`config.mk`:
```
export PLATFORM = sky130hd
export DESIGN_NAME = lsu_req_arbiter_flat
export DESIGN_NICKNAME = d
export VERILOG_FILES = /design/src/rtl/lsu_req_arbiter_pkg.sv /design/src/rtl/lsu_req_arbiter_if.sv /design/src/rtl/lsu_req_arbiter_rr_pick.sv /design/src/rtl/lsu_req_arbiter.sv /design/src/flat_wrapper.sv
export SDC_FILE = /design/constraint.sdc
export NUM_CORES = 1
export LEC_CHECK = 0
export CAP_MARGIN = 0
export CORE_MARGIN = 3
export CORE_UTILIZATION = 42
export DETAILED_ROUTE_END_ITERATION = 10
export PLACE_DENSITY = 0.83
export RECOVER_POWER = 25
export SYNTH_ARGS = -nofsm -noshare
export SYNTH_HDL_FRONTEND = slang
export SYNTH_SLANG_ARGS = --single-unit
```
`constraint.sdc`:
```
create_clock -name clk -period 5.5 [get_ports clk]
set_input_delay 0.55 -clock clk [delete_from_list [all_inputs] [get_ports clk]]
set_output_delay 0.55 -clock clk [all_outputs]
set_load 0.02 [all_outputs]
```
`src/rtl/lsu_req_arbiter_pkg.sv`:
```
// Shared constants and helpers for the LSU request arbiter and other issue-side arbiters.
package lsu_req_arbiter_pkg;

   // Locations of the ordering flags inside the packed LSU request bundle
   localparam int unsigned REQ_FENCE_BIT = 0;
   localparam int unsigned REQ_AQ_BIT    = 1;
   localparam int unsigned REQ_RL_BIT    = 2;

   // Index width that stays at least one bit for degenerate sizes
   function automatic int unsigned clog2_min1(input int unsigned n);
      return (n > 1) ? $clog2(n) : 1;
   endfunction

   // Largest count an outstanding counter of cnt_w bits can hold
   function automatic int unsigned max_outs(input int unsigned cnt_w);
      return (1 << cnt_w) - 1;
   endfunction

endpackage

```
`src/rtl/lsu_req_arbiter_if.sv`:
```
// Issue-side request, LSU FIFO enqueue and completion signals of the LSU request arbiter.
interface lsu_req_arbiter_if #(
   parameter int unsigned NUM_REQ    = 2,
   parameter int unsigned DATA_WIDTH = 64,
   parameter int unsigned DEPTH_WARP = 3,
   parameter int unsigned NUM_WARP   = 8
) ();
   import lsu_req_arbiter_pkg::*;

   localparam int unsigned SRC_W = clog2_min1(NUM_REQ);

   logic [NUM_REQ-1:0]            req_valid_i;
   logic [NUM_REQ-1:0]            req_ready_o;
   logic [NUM_REQ*DATA_WIDTH-1:0] req_data_i;
   logic [NUM_REQ*DEPTH_WARP-1:0] req_wid_i;
   logic [NUM_REQ-1:0]            req_order_i;
   logic                          out_valid_o;
   logic                          out_ready_i;
   logic [DATA_WIDTH-1:0]         out_data_o;
   logic [DEPTH_WARP-1:0]         out_wid_o;
   logic [SRC_W-1:0]              out_src_o;
   logic                          cpl_valid_i;
   logic [DEPTH_WARP-1:0]         cpl_wid_i;
   logic [NUM_WARP-1:0]           warp_idle_o;
   logic                          err_o;

   modport slave (
      input  req_valid_i, req_data_i, req_wid_i, req_order_i, out_ready_i, cpl_valid_i, cpl_wid_i,
      output req_ready_o, out_valid_o, out_data_o, out_wid_o, out_src_o, warp_idle_o, err_o
   );

   modport master (
      output req_valid_i, req_data_i, req_wid_i, req_order_i, out_ready_i, cpl_valid_i, cpl_wid_i,
      input  req_ready_o, out_valid_o, out_data_o, out_wid_o, out_src_o, warp_idle_o, err_o
   );

endinterface

```
`src/rtl/lsu_req_arbiter_rr_pick.sv`:
```
// Round-robin first-one finder: returns the first set bit of i_elig at or after i_ptr, wrapping.
module lsu_req_arbiter_rr_pick
   import lsu_req_arbiter_pkg::*;
#(
   parameter int unsigned N = 2,
   localparam int unsigned IDX_W = clog2_min1(N)
) (
   input  logic [N-1:0]     i_elig,
   input  logic [IDX_W-1:0] i_ptr,
   output logic             o_found_c,
   output logic [IDX_W-1:0] o_idx_c
);

   // Scan from farthest to nearest so the index closest to the pointer is kept last
   always_comb begin : pick
      int unsigned     v_idx;
      logic [IDX_W-1:0] v_sel;
      v_idx     = 0;
      v_sel     = '0;
      o_found_c = 1'b0;
      o_idx_c   = '0;
      for (int k = int'(N) - 1; k >= 0; k--) begin
         v_idx = 32'(i_ptr) + 32'(k);
         if (v_idx >= N) v_idx = v_idx - N;
         v_sel = IDX_W'(v_idx);
         if (i_elig[v_sel]) begin
            o_found_c = 1'b1;
            o_idx_c   = v_sel;
         end
      end
   end

endmodule

```
`src/rtl/lsu_req_arbiter.sv`:
```
// Round-robin arbiter in front of the LSU input FIFO with per-warp outstanding counts
// and fence/aq/rl drain ordering.
module lsu_req_arbiter
   import lsu_req_arbiter_pkg::*;
#(
   parameter int unsigned NUM_REQ    = 2,
   parameter int unsigned DATA_WIDTH = 64,
   parameter int unsigned DEPTH_WARP = 3,
   parameter int unsigned NUM_WARP   = 8,
   parameter int unsigned CNT_W      = 4
) (
   input logic             clk,
   input logic             rst,
   lsu_req_arbiter_if.slave bus
);

   localparam int unsigned      SRC_W    = clog2_min1(NUM_REQ);
   localparam logic [CNT_W-1:0] MAX_OUTS = CNT_W'(max_outs(CNT_W));

   logic [CNT_W-1:0]      r_cnt      [NUM_WARP];
   logic [CNT_W-1:0]      w_cnt_nxt  [NUM_WARP];
   logic [NUM_WARP-1:0]   r_warp_idle;
   logic [NUM_WARP-1:0]   w_idle_nxt;
   logic                  r_err;
   logic                  r_lock;
   logic [SRC_W-1:0]      r_lock_src;
   logic [SRC_W-1:0]      r_ptr;

   logic [DATA_WIDTH-1:0] w_data [NUM_REQ];
   logic [DEPTH_WARP-1:0] w_wid  [NUM_REQ];
   logic [NUM_REQ-1:0]    w_elig;
   logic                  w_rr_found;
   logic [SRC_W-1:0]      w_rr_idx;
   logic [SRC_W-1:0]      w_win;
   logic                  w_valid;
   logic                  w_fire;
   logic [DEPTH_WARP-1:0] w_fire_wid;
   logic                  w_cpl_err;

   // Per-requester unpacking and eligibility against the registered counts only
   always_comb begin
      for (int unsigned i = 0; i < NUM_REQ; i++) begin
         w_data[i] = bus.req_data_i[i*DATA_WIDTH +: DATA_WIDTH];
         w_wid[i]  = bus.req_wid_i[i*DEPTH_WARP +: DEPTH_WARP];
         w_elig[i] = bus.req_valid_i[i]
                   && (r_cnt[w_wid[i]] != MAX_OUTS)
                   && !(bus.req_order_i[i] && (r_cnt[w_wid[i]] != '0));
      end
   end

   lsu_req_arbiter_rr_pick #(.N(NUM_REQ)) u_rr_pick (
      .i_elig    (w_elig),
      .i_ptr     (r_ptr),
      .o_found_c (w_rr_found),
      .o_idx_c   (w_rr_idx)
   );

   // A stalled grant stays pinned to its source so the FIFO sees a stable request
   always_comb begin
      w_win      = r_lock ? r_lock_src : w_rr_idx;
      w_valid    = !rst && (r_lock ? w_elig[r_lock_src] : w_rr_found);
      w_fire     = w_valid && bus.out_ready_i;
      w_fire_wid = w_wid[w_win];
   end

   assign bus.out_valid_o = w_valid;
   assign bus.out_data_o  = w_valid ? w_data[w_win] : '0;
   assign bus.out_wid_o   = w_valid ? w_fire_wid : '0;
   assign bus.out_src_o   = w_valid ? w_win : '0;
   assign bus.req_ready_o = w_fire ? (NUM_REQ'(1) << w_win) : '0;
   assign bus.warp_idle_o = r_warp_idle;
   assign bus.err_o       = r_err;

   // Same-warp issue and retire cancel; a retire on an empty warp is flagged and ignored
   always_comb begin
      w_cnt_nxt = r_cnt;
      w_cpl_err = bus.cpl_valid_i && (r_cnt[bus.cpl_wid_i] == '0);
      if (!(w_fire && bus.cpl_valid_i && (w_fire_wid == bus.cpl_wid_i))) begin
         if (w_fire)
            w_cnt_nxt[w_fire_wid] = r_cnt[w_fire_wid] + CNT_W'(1);
         if (bus.cpl_valid_i && !w_cpl_err)
            w_cnt_nxt[bus.cpl_wid_i] = r_cnt[bus.cpl_wid_i] - CNT_W'(1);
      end
      for (int unsigned w = 0; w < NUM_WARP; w++)
         w_idle_nxt[w] = (w_cnt_nxt[w] == '0);
   end

   always_ff @(posedge clk) begin
      if (rst) begin
         r_ptr       <= '0;
         r_lock      <= 1'b0;
         r_lock_src  <= '0;
         r_err       <= 1'b0;
         r_warp_idle <= '1;
         for (int unsigned w = 0; w < NUM_WARP; w++)
            r_cnt[w] <= '0;
      end else begin
         r_cnt       <= w_cnt_nxt;
         r_warp_idle <= w_idle_nxt;
         if (w_cpl_err) r_err <= 1'b1;
         if (w_fire) begin
            r_ptr  <= (w_win == SRC_W'(NUM_REQ - 1)) ? '0 : w_win + SRC_W'(1);
            r_lock <= 1'b0;
         end else if (w_valid) begin
            r_lock     <= 1'b1;
            r_lock_src <= w_win;
         end
      end
   end

endmodule

```
`src/flat_wrapper.sv`:
```
// flat-port wrapper written by rule: the top's interface ports become plain ports
module lsu_req_arbiter_flat import lsu_req_arbiter_pkg::*;
#(
   parameter int unsigned NUM_REQ    = 2,
   parameter int unsigned DATA_WIDTH = 64,
   parameter int unsigned DEPTH_WARP = 3,
   parameter int unsigned NUM_WARP   = 8,
   parameter int unsigned CNT_W      = 4
)
  (clk, rst, bus_req_valid_i, bus_req_data_i, bus_req_wid_i, bus_req_order_i, bus_out_ready_i, bus_cpl_valid_i, bus_cpl_wid_i, bus_req_ready_o, bus_out_valid_o, bus_out_data_o, bus_out_wid_o, bus_out_src_o, bus_warp_idle_o, bus_err_o);
  lsu_req_arbiter_if #(.NUM_REQ(NUM_REQ), .DATA_WIDTH(DATA_WIDTH), .DEPTH_WARP(DEPTH_WARP), .NUM_WARP(NUM_WARP)) bus_i ();
  input logic clk;
  input logic rst;
  input wire logic [$bits(bus_i.req_valid_i)-1:0] bus_req_valid_i;
  input wire logic [$bits(bus_i.req_data_i)-1:0] bus_req_data_i;
  input wire logic [$bits(bus_i.req_wid_i)-1:0] bus_req_wid_i;
  input wire logic [$bits(bus_i.req_order_i)-1:0] bus_req_order_i;
  input wire logic [$bits(bus_i.out_ready_i)-1:0] bus_out_ready_i;
  input wire logic [$bits(bus_i.cpl_valid_i)-1:0] bus_cpl_valid_i;
  input wire logic [$bits(bus_i.cpl_wid_i)-1:0] bus_cpl_wid_i;
  output wire logic [$bits(bus_i.req_ready_o)-1:0] bus_req_ready_o;
  output wire logic [$bits(bus_i.out_valid_o)-1:0] bus_out_valid_o;
  output wire logic [$bits(bus_i.out_data_o)-1:0] bus_out_data_o;
  output wire logic [$bits(bus_i.out_wid_o)-1:0] bus_out_wid_o;
  output wire logic [$bits(bus_i.out_src_o)-1:0] bus_out_src_o;
  output wire logic [$bits(bus_i.warp_idle_o)-1:0] bus_warp_idle_o;
  output wire logic [$bits(bus_i.err_o)-1:0] bus_err_o;
  assign bus_i.req_valid_i = bus_req_valid_i;
  assign bus_i.req_data_i = bus_req_data_i;
  assign bus_i.req_wid_i = bus_req_wid_i;
  assign bus_i.req_order_i = bus_req_order_i;
  assign bus_i.out_ready_i = bus_out_ready_i;
  assign bus_i.cpl_valid_i = bus_cpl_valid_i;
  assign bus_i.cpl_wid_i = bus_cpl_wid_i;
  assign bus_req_ready_o = bus_i.req_ready_o;
  assign bus_out_valid_o = bus_i.out_valid_o;
  assign bus_out_data_o = bus_i.out_data_o;
  assign bus_out_wid_o = bus_i.out_wid_o;
  assign bus_out_src_o = bus_i.out_src_o;
  assign bus_warp_idle_o = bus_i.warp_idle_o;
  assign bus_err_o = bus_i.err_o;
  lsu_req_arbiter #(.NUM_REQ(NUM_REQ), .DATA_WIDTH(DATA_WIDTH), .DEPTH_WARP(DEPTH_WARP), .NUM_WARP(NUM_WARP), .CNT_W(CNT_W)) u_core (.clk(clk), .rst(rst), .bus(bus_i));
endmodule
```
==> results by group, run 1 <==
Routing
  – WL per Instance: 22.4 um
  – Antenna-violating nets left: 0
  – Remaining DRCs: 0
  – Post-Route WL: between 20 and 25 mm
  – DR pass1 iterations: 6
  – Vias: 6038
  – Via density: 6.11
  – 1st-iter DRT viols: 667

Clock tree
  – Cts bufs inserted: 5
  – H-tree depth: 2
  – Clk slew on worst S/H paths: approximately 0.09 ns
  – # Post-CTS Setup Buffers: 0
  – Clk_lat worst skew: 0.31 ns
  – PostCTS Resize Cnt: 0
  – CTS root buf: clkbuf_8
  – Hold buffers post-CTS: 0
  – CTS tree: built
  – Clock Tree Buf Depth: 2
  – Clock tree sinks: 44

Die
  – I/O Pins: 225
  – Area of the die: 12100 um^2
  – Initial core utilization: 0.436
  – DIE HEIGHT: roughly 110 um
  – Total core area: 10500 um^2
  – FP Rows: 37
  – Die X: between 100 and 150 um

GRT
  – Initial antenna violation count: 0
  – Met3 Usage GRT: 0.0903
  – Vias in the first global route: 5415
  – Global routing usage on met1: 0.486
  – Routing usage on met2: 0.508
  – Global-route wire length before repair: 31.8 mm
  – Grt total ovfl: 0
  – Largest net degree at the start of global routing: 68
  – All-Layer GR Usage: 0.347
  – Top Usage Layer GRT: met2

Power and ir drop
  – P per Cell Area: 206 nW/um^2
  – Max VDD drop: 0.000145 V
  – Final total power: 1.44 mW
  – Lkg Pwr: 2.67 nW

Timing
  – Unrepaired setup endpoints after global routing: no
  – Max-slew headroom: 0.328
  – Setup TNS: 0 ns
  – Fmax achieved: 193 MHz
  – Setup violators final: 0
  – Final hold violation count: 0
  – Tmin final: between 5 and 6 ns
  – Fin Clk Skew: 0.0196 ns
  – Pins Over Slew Limit: 0
  – Worst slew pin tran: between 1 and 1.5 ns
  – Final period util: 0.944

Final layout
  – Layout cell share with drive strength beyond 1: 0.101
  – Multi-input logic area: 3380 um^2
  – Post-layout nets: 995
  – FF/Latch Area: 881 um^2
  – Area growth, synth to finish: 52.9%
  – Fillers: 890

Yosys
  – Synthesis Warnings: 0
  – Mapped Area: 4560 um^2
  – Post-Synthesis Cells: 646
  – Most common flop cell mapped by yosys: dfxtp_1
  – EDFF count, synth: 0
  – Mean post-synth cell area: about 7.1 um^2
  – Sequential area share after synthesis: 0.193
  – Synthesized flop and latch total: 44
  – Cell variety after synth: around 70
  – Syn nets: 793
  – Async SR Flop Fraction: 0

Worst setup path
  – Critical Path End: bus_out_data_o[13]
  – Peak fanout along the critical path: 50
  – Data required time of the worst path: 4.95 ns
  – Critical path startpoint: bus_req_wid_i[4]
  – Worst R2R Path Depth: 13
  – CP Data Arrival Time: about 4.6 ns
  – Crit. End Element: output pin
  – R2R Path Start: u_core.r_cnt[20]$_SDFF_PP0_
  – Critical Path Start Type: input pin
  – Reg-to-Reg End: u_core.r_cnt[3]$_SDFF_PP0_
  – WS Path Type: in -> out
  – Worst reg2reg setup slack: 1.04 ns

Status
  – Status: complete, no violations

Min path
  – Hold Path Class: reg -> reg

Flow run
  – Max-cap violation count: 0

Place
  – IO Port Bufs: 224
  – Detailed Place HPWL: 17.2 mm
  – Gp weighted congestion: 0.988
how the worst min path moves through the flow:
stage	start	to	slack, ns	cells past startpoint
final	u_core.bus.err_o$_SDFFE_PP0P_	u_core.bus.err_o$_SDFFE_PP0P_	0.47	2
after detailed placement	u_core.bus.err_o$_SDFFE_PP0P_	u_core.bus.err_o$_SDFFE_PP0P_	0.46	2
after global placement	u_core.bus.err_o$_SDFFE_PP0P_	u_core.bus.err_o$_SDFFE_PP0P_	0.46	2
after CTS	u_core.bus.err_o$_SDFFE_PP0P_	u_core.bus.err_o$_SDFFE_PP0P_	0.48	2
after global routing	u_core.bus.err_o$_SDFFE_PP0P_	u_core.bus.err_o$_SDFFE_PP0P_	0.49	2
after floorplan	u_core.r_ptr$_SDFFE_PP0P_	u_core.r_ptr$_SDFFE_PP0P_	0.47	2
where the power goes:
group	internal [mW]	switching (mW)	leakage [nW]
registers	0.346	0.0389	0.359
clock network	0.135	0.126	0.0552
logic	0.349	0.440	2.26
critical path: stages:
cell and delay (ns):
dlygate4sd3_1 0.81, mux4_1 0.62, mux2_4 0.32, o31ai_4 0.28, a221oi_2 0.15, nor2_4 0.28, buf_4 0.49, nand2_1 0.13
a21oi_1 0.30, clkdlybuf4s50_1 0.70
synth_stat cells (6+ instances only):
master	instances	share of area
a21oi_1	116	0.13
mux2i_1	16	0.035
o221a_2	11	0.027
mux4_1	6	0.035
clkbuf_1	29	0.024
nor4_2	7	0.019
nand3_1	33	0.036
inv_1	15	0.012
mux4_2	10	0.049
dfxtp_1	44	0.19
nand2_1	157	0.13
nor2_1	41	0.034
buf_1	6	0.0049
o21ai_0	19	0.021
mux2_2	9	0.022
o22ai_1	12	0.016
nor3_1	13	0.014
routing by layer:
metal  vias to the layer above  share of wire
met5                         -              0
met2                       422           0.43
met4                         0          0.037
met1                      2792           0.40
met3                        69           0.13
li1                       2755              -
cells in the final DEF (no fill, tap or decap), types with 3 or more instances in the layout:
| master | instances |
|---|---|
| mux2i_1 | 16 |
| a2bb2o_1 | 4 |
| buf_4 | 17 |
| o31ai_1 | 3 |
| dfxtp_1 | 44 |
| inv_1 | 15 |
| a21oi_1 | 116 |
| dlygate4sd3_1 | 13 |
| o221a_2 | 11 |
| mux4_1 | 6 |
| clkbuf_8 | 5 |
| mux4_2 | 10 |
| xnor2_1 | 4 |
| mux2_2 | 9 |
| nor4_1 | 3 |
| nor2_1 | 41 |
| nor3_1 | 14 |
| or2_2 | 5 |
| a221oi_2 | 3 |
| nand2_1 | 156 |
| diode_2 | 3 |
| nand2b_1 | 5 |
| clkdlybuf4s50_1 | 211 |
| o22ai_1 | 12 |
| nor4_2 | 7 |
| clkbuf_1 | 3 |
| nand4_1 | 4 |
| nand3_1 | 33 |
| or3_1 | 5 |
| o21ai_0 | 19 |
through the flow:
| stage | utilization | instance area [um^2] | hold slack (ns) | setup slack, ns | cells |
|---|---|---|---|---|---|
| 5_1_grt | 0.666 | 6970 | 0.493 | 0.0728 | 985 |
| 6_report | 0.667 | 6980 | 0.475 | 0.310 | 988 |
| 2_1_floorplan | - | 4560 | 0.472 | 1.18 | 646 |
| 4_1_cts | 0.669 | 7000 | 0.483 | 0.392 | 985 |
| 3_5_place_dp | 0.658 | 6890 | 0.463 | 0.173 | 977 |
| 3_3_place_gp | 0.658 | 6890 | 0.457 | 0.325 | 977 |
layout make-up:
class                           instances  area share
Inverter                               15     0.00807
Sequential cell                        44       0.126
Clock buffer                            6      0.0104
Antenna cell                            3     0.00108
Tap cell                              136      0.0244
Multi-Input combinational cell        539       0.484
Clock inverter                          2     0.00502
Timing Repair Buffer                  243       0.341
kinds of logic after synthesis:
logic type | count (synthesis) | share of synthesized area
AOI/OAI and AO/OA | 198 | 0.281
xor gates and xnor gates | 6 | 0.0132
DFF | 44 | 0.193
buffers and inverters | 63 | 0.0631
adders and majority gates | 2 | 0.00549
and+or+nand+nor | 291 | 0.299
muxes | 42 | 0.145
registers in the layout (all words and copies together), names as in the netlist:
name / count
u_core.r_cnt: 32
u_core.bus.err_o: 1
u_core.r_lock_src: 1
u_core.r_ptr: 1
u_core.bus.warp_idle_o: 8
u_core.r_lock: 1
Note: power is estimated with default switching activity, not from simulation.
==> run 2: changes to the inputs <==
--- a/config.mk
+++ b/config.mk
@@ -6,10 +6,12 @@
 export NUM_CORES = 1
 export LEC_CHECK = 0
 export CAP_MARGIN = 0
+export CELL_PAD_IN_SITES_DETAIL_PLACEMENT = 0
+export CELL_PAD_IN_SITES_GLOBAL_PLACEMENT = 1
 export CORE_MARGIN = 3
-export CORE_UTILIZATION = 42
+export CORE_UTILIZATION = 28
 export DETAILED_ROUTE_END_ITERATION = 10
-export PLACE_DENSITY = 0.83
+export PLACE_DENSITY_LB_ADDON = 0.1
 export RECOVER_POWER = 25
 export SYNTH_ARGS = -nofsm -noshare
 export SYNTH_HDL_FRONTEND = slang
==> results by group, run 2 (synthesis results as in run 1) <==
Status
  – Status: complete, no violations

Die
  – FP Rows: 46 (+24%)
  – I/O Pins: 225 (unchanged)
  – Die X: 134 um (+21%)
  – DIE HEIGHT: 134 um (+21%)
  – Area of the die: 17900 um^2 (+47%)
  – Total core area: 15900 um^2 (+52%)
  – Initial core utilization: 0.287 (-0.149)

GRT
  – Grt total ovfl: 0 (unchanged)
  – Vias in the first global route: 5790 (+6.9%)
  – Initial antenna violation count: 0 (unchanged)
  – All-Layer GR Usage: 0.245 (-0.102)
  – Largest net degree at the start of global routing: 67 (-1.5%)
  – Global-route wire length before repair: 34.4 mm (+8.2%)

Timing
  – Pins Over Slew Limit: 0 (unchanged)
  – Setup violators final: 0 (unchanged)
  – Fmax achieved: 192 MHz (-0.52%)
  – Max-slew headroom: 0.530 (+0.202)
  – Final setup margin: 0.283 ns (-0.0272 ns)
  – Final period util: 0.949 (+0.00495)
  – Fin Clk Skew: 0.00531 ns (-0.0143 ns)
  – Tmin final: 5.22 ns (+0.0272 ns)
  – Unrepaired setup endpoints after global routing: no
  – Final hold violation count: 0 (unchanged)
  – Setup TNS: 0 ns (unchanged)
  – Worst slew pin tran: 0.705 ns (-0.296 ns)

Worst setup path
  – Critical Path Start Type: input pin
  – CP top delay family: buffers and inverters
  – Crit. End Element: output pin
  – Critical path's largest stage delay: 0.83 ns (+0.02 ns)
  – CP Data Arrival Time: 4.67 ns (+0.03 ns)
  – WS Path Type: in -> out
  – CP bufs+invs: 3 (unchanged)
  – Crit-path cells: dlygate4sd3_1 > mux4_1 > mux2_4 > o31ai_4 > a221oi_2 > nor2_4 > buf_4 > nand2_1 > a21oi_1 > clkdlybuf4s50_1
  – Data required time of the worst path: 4.95 ns (about the same)
  – Slowest stage cell, crit path: dlygate4sd3_1
  – Peak fanout along the critical path: 66 (+32%)

Clock tree
  – Clock tree sinks: 44 (unchanged)
  – CTS root buf: clkbuf_16
  – Cts bufs inserted: 5 (unchanged)
  – Hold buffers post-CTS: 0 (unchanged)
  – H-tree depth: 2 (unchanged)
  – Clk_lat worst skew: 0.29 ns (-0.02 ns)
  – Clk slew on worst S/H paths: 0.07 ns (-0.02 ns)
  – CTS tree: built
  – Clock Tree Buf Depth: 2 (unchanged)
  – # Post-CTS Setup Buffers: 0 (unchanged)
  – PostCTS Resize Cnt: 0 (unchanged)

Routing
  – WL per Instance: 21.5 um (-4.2%)
  – Post-Route WL: 22.9 mm (+3.4%)
  – Vias: 5867 (-2.8%)
  – Via density: 5.50 (-9.9%)
  – 1st-iter DRT viols: 474 (-29%)
  – Antenna-violating nets left: 0 (unchanged)
  – DR pass1 iterations: 5 (-1)
  – Remaining DRCs: 0 (unchanged)

Final layout
  – Most common cell after layout, fill and taps aside: clkdlybuf4s50_1
  – Post-layout nets: 996 (+0.10%)
  – Fillers: 1634 (+84%)
  – Ant diodes: 0 (-3)
  – Area growth, synth to finish: 57.4%
  – Max FFs per register: 32 (unchanged)
  – Biggest register: u_core.r_cnt
  – Layout cell share with drive strength beyond 1: 0.106 (+0.00459)
  – Most frequent cells in the layout: clkdlybuf4s50_1 (209), nand2_1 (156), a21oi_1 (116)

Place
  – Gp weighted congestion: 0.944 (-4.5%)
  – Detailed Place HPWL: 17.9 mm (+4.4%)
  – IO Port Bufs: 224 (unchanged)
  – Pre-CTS setup slack: 0.140 ns (-0.0322 ns)

Power and ir drop
  – Max VDD drop: 0.000128 V (-12%)
  – Lkg Pwr: 2.72 nW (+2.0%)
  – P per Cell Area: 216 nW/um^2 (+4.9%)

Min path
  – Hold Path Class: reg -> reg

Flow run
  – Max-cap violation count: 0 (unchanged)
==> run 2: cell types whose count changed in the layout (fill, tap and decap cells not counted), moves of 2 or more <==
cell	previous run	this run
clkbuf_16	0	5
clkbuf_8	5	1
clkdlybuf4s50_1	211	209
diode_2	3	0
dlygate4sd3_1	13	15
==> run 2: power breakdown <==
group          internal, mW  switching, mW
Clock                 0.228          0.140
Sequential            0.346         0.0387
Combinational         0.354          0.443
==> run 2: stage by stage <==
step | total power [mW] | std cells | hold WS, ns | cell area, um^2 | util
global route | 1.63 | 1066 | 0.523 | 7180 | 0.452
finish | 1.55 | 1066 | 0.475 | 7180 | 0.452
global placement | 1.19 | 1058 | 0.460 | 7010 | 0.441
floorplan | 0.821 | 646 | 0.472 | 4560 | -
detailed placement | 1.19 | 1058 | 0.474 | 7010 | 0.441
CTS | 1.56 | 1066 | 0.495 | 7190 | 0.452
==> run 2: area by class of cell <==
| class | count | area (um^2) | area share |
|---|---|---|---|
| well taps | 216 | 270 | 0.0377 |
| inverters | 15 | 56.3 | 0.00784 |
| repair buffers | 244 | 2400 | 0.334 |
| flip-flops and latches | 44 | 881 | 0.123 |
| clock buffers | 6 | 139 | 0.0193 |
| multi-input cells | 539 | 3400 | 0.473 |
| clock inverters | 2 | 38.8 | 0.00540 |
==> run 2: final timing paths <==
kind | from | endpoint | slack, ns | depth (start not counted)
setup / recovery | bus_req_wid_i[4] | bus_out_data_o[28] | 0.28 | 10
hold / removal | u_core.bus.err_o$_SDFFE_PP0P_ | u_core.bus.err_o$_SDFFE_PP0P_ | 0.47 | 2
setup reg to reg | u_core.r_cnt[3]$_SDFF_PP0_ | u_core.bus.warp_idle_o[3]$_SDFF_PP1_ | 1.04 | 14
hold reg to reg | u_core.bus.err_o$_SDFFE_PP0P_ | u_core.bus.err_o$_SDFFE_PP0P_ | 0.47 | 2
==> run 2: metal layers <==
metal / track usage / vias up / routed length [um]
met5: 0 / - / 0
met4: 0.0760 / 0 / 656
met3: 0.0657 / 52 / 2060
met2: 0.416 / 285 / 11000
met1: 0.304 / 2769 / 9180
li1: - / 2761 / -
==> run 2: worst min-delay path, stage by stage, from the launching register on <==
cell	delay, ns
dfxtp_1	0.33
a21oi_1	0.04
nor2_1	0.07
==> run 3: changes to the inputs <==
--- a/config.mk
+++ b/config.mk
@@ -11,6 +11,7 @@
 export CORE_MARGIN = 3
 export CORE_UTILIZATION = 28
 export DETAILED_ROUTE_END_ITERATION = 10
+export GPL_TIMING_DRIVEN = 0
 export PLACE_DENSITY_LB_ADDON = 0.1
 export RECOVER_POWER = 25
 export SYNTH_ARGS = -nofsm -noshare
==> results by group, run 3 (synthesis results as in run 1) <==
Power and ir drop
  – Max VDD drop: 0.000113 V (-12%)
  – Lkg Pwr: 2.73 nW (+0.32%)
  – P per Cell Area: 214 nW/um^2 (-1.1%)

Place
  – Pre-CTS setup slack: -0.324 ns (-0.464 ns)
  – Detailed Place HPWL: 18.5 mm (+3.0%)
  – Gp weighted congestion: 0.938 (-0.55%)
  – IO Port Bufs: 220 (-1.8%)
  – Placed insts: 1082 (+2.3%)

Min path
  – Worst Hold End: u_core.bus.err_o$_SDFFE_PP0P_
  – Min-delay src: u_core.bus.err_o$_SDFFE_PP0P_
  – Hold Path Class: reg -> reg
  – Worst Hold Depth: 2 (unchanged)

Final layout
  – Most common cell after layout, fill and taps aside: clkdlybuf4s50_1
  – Layout Cells excl Fill: 1089 (+2.2%)
  – Layout cell share with drive strength beyond 1: 0.0962 (-0.00966)
  – Fillers: 1644 (+0.61%)
  – Biggest register: u_core.r_cnt
  – Utilization after layout: 0.454 (+0.00220)
  – Max FFs per register: 32 (unchanged)
  – Post-layout nets: 1019 (+2.3%)
  – Most frequent cells in the layout: clkdlybuf4s50_1 (198), nand2_1 (157), a21oi_1 (116)
  – Ant diodes: 0 (unchanged)
  – Area growth, synth to finish: 58.2%

Routing
  – Post-Route WL: 23.2 mm (+1.3%)
  – DR pass1 iterations: 5 (unchanged)
  – Vias: 5946 (+1.3%)
  – 1st-iter DRT viols: 583 (+23%)
  – Remaining DRCs: 0 (unchanged)
  – Via density: 5.46 (-0.79%)
  – WL per Instance: 21.3 um (-0.83%)
  – Antenna-violating nets left: 0 (unchanged)

Timing
  – Final period util: 0.961 (+0.0122)
  – Final setup margin: 0.215 ns (-0.0672 ns)
  – Tmin final: 5.28 ns (+0.0672 ns)
  – Pins Over Slew Limit: 0 (unchanged)
  – Fin Clk Skew: 0.00514 ns (-0.000163 ns)
  – Final hold violation count: 0 (unchanged)
  – Fmax achieved: 189 MHz (-1.3%)
  – Setup violators final: 0 (unchanged)
  – Worst slew pin tran: 1.10 ns (+0.392 ns)
  – Setup TNS: 0 ns (unchanged)
  – Unrepaired setup endpoints after global routing: no
  – Max-slew headroom: 0.264 (-0.266)

Worst setup path
  – Worst R2R Path Depth: 15 (+1)
  – Peak fanout along the critical path: 10 (-85%)
  – CP Data Arrival Time: 5.48 ns (+0.81 ns)
  – WS Path Type: in -> reg
  – Crit. End Element: flop
  – R2R Path Start: u_core.r_cnt[16]$_SDFF_PP0_
  – CP top delay family: simple AND/OR/NAND/NOR gates
  – Worst reg2reg setup slack: 0.71 ns (-0.33 ns)
  – Slowest stage cell, crit path: clkdlybuf4s50_1
  – Data required time of the worst path: 5.69 ns (+0.74 ns)
  – CP bufs+invs: 4 (+1)
  – Crit-path cells: clkdlybuf4s50_1 > buf_4 > mux4_2 > mux2i_1 > or4_1 > and4b_1 > o21ai_2 > nand2_1 > mux2_2 > o2111ai_4 > inv_1 > ha_2 > xnor2_1 > or2_0 > buf_6 > o221a_2 > nor4_2
  – Critical path's largest stage delay: 0.60 ns (-0.23 ns)
  – Critical Path Start Type: input pin
  – Reg-to-Reg End: u_core.bus.warp_idle_o[2]$_SDFF_PP1_

GRT
  – Vias in the first global route: 5657 (-2.3%)
  – Global-route wire length before repair: 34.2 mm (-0.42%)
  – Initial antenna violation count: 0 (unchanged)
  – Grt total ovfl: 0 (unchanged)
  – Largest net degree at the start of global routing: 15 (-78%)
  – All-Layer GR Usage: 0.244 (-0.000594)

Clock tree
  – Cts bufs inserted: 5 (unchanged)
  – CTS root buf: clkbuf_16
  – Clock Tree Buf Depth: 2 (unchanged)
  – Clk slew on worst S/H paths: 0.06 ns (about the same)
  – Clock tree sinks: 44 (unchanged)
  – H-tree depth: 2 (unchanged)
  – Clk_lat worst skew: 0.29 ns (about the same)
  – # Post-CTS Setup Buffers: 0 (unchanged)
  – CTS tree: built

Die
  – Die X: 134 um (unchanged)
  – DIE HEIGHT: 134 um (unchanged)
  – Initial core utilization: 0.287 (unchanged)
  – Total core area: 15900 um^2 (unchanged)
  – I/O Pins: 225 (unchanged)
  – Area of the die: 17900 um^2 (unchanged)
  – FP Rows: 46 (unchanged)

Status
  – Status: complete, no violations

Flow run
  – Max-cap violation count: 0 (unchanged)
## run 3: cell count changes in the layout (fill, tap and decap cells not counted), moves of 4 or more
| cell | before | now |
|---|---|---|
| dlygate4sd3_1 | 15 | 22 |
| buf_2 | 0 | 4 |
| clkdlybuf4s50_1 | 209 | 198 |
| buf_4 | 17 | 4 |
| buf_1 | 0 | 5 |
| clkbuf_1 | 2 | 30 |
| buf_6 | 0 | 4 |
## run 3: cell type report
type	count	area [um^2]	area share
timing repair buffer	220	2200	0.305
inverter	15	56.3	0.00781
sequential	44	881	0.122
multi-input combinational	539	3410	0.473
tap	216	270	0.0375
clock inverter	3	42.5	0.00590
buffer	47	226	0.0314
clock buffer	5	125	0.0173
## run 3: how the worst max path moves through the flow
stage / start / to / slack (ns) / cells past startpoint
2_1_floorplan: bus_req_wid_i[4] / u_core.bus.warp_idle_o[1]$_SDFF_PP1_ / 1.18 / 16
3_3_place_gp: bus_req_wid_i[1] / u_core.bus.warp_idle_o[6]$_SDFF_PP1_ / -0.28 / 18
3_5_place_dp: bus_req_wid_i[1] / u_core.bus.warp_idle_o[2]$_SDFF_PP1_ / -0.32 / 17
4_1_cts: bus_req_wid_i[1] / u_core.bus.warp_idle_o[2]$_SDFF_PP1_ / 0.17 / 17
5_1_grt: bus_req_wid_i[1] / u_core.bus.warp_idle_o[2]$_SDFF_PP1_ / 0.01 / 17
6_report: bus_req_wid_i[1] / u_core.bus.warp_idle_o[2]$_SDFF_PP1_ / 0.22 / 17
## run 3: routing by layer
layer / vias to the layer above / part of all wire / track usage / routed length, um
met5: - / 0 / 0 / 0
met4: 0 / 0.017 / 0.0566 / 402
met3: 41 / 0.086 / 0.0600 / 2000
met2: 297 / 0.48 / 0.409 / 11200
met1: 2802 / 0.42 / 0.319 / 9660
li1: 2806 / - / - / -
## run 3: timing repair
action,CTS,global route
endpoints found under the setup margin,3,9
gates resized for setup,2,1
hold buffers,0,0
## run 3: per-stage QoR
stage	total power, mW	area (um^2)	hold WS (ns)
final	1.54	7210	0.477
after floorplan	0.821	4560	0.472
after CTS	1.55	7220	0.490
after global routing	1.62	7210	0.518
after global placement	1.19	7030	0.461
after detailed placement	1.20	7030	0.467
## run 3: worst min-delay path, delay by kind of cell (launching register included)
family           cells  cell delay [ns]
flip-flops           1             0.33
AND/OR/NAND/NOR      1             0.07
AO/OA/AOI/OAI        1             0.04
## run 3: power by group
group	switching [mW]	total, mW	internal, mW
logic	0.463	0.818	0.355
registers	0.0346	0.381	0.346
clock network	0.127	0.341	0.213
total	0.625	1.54	0.915
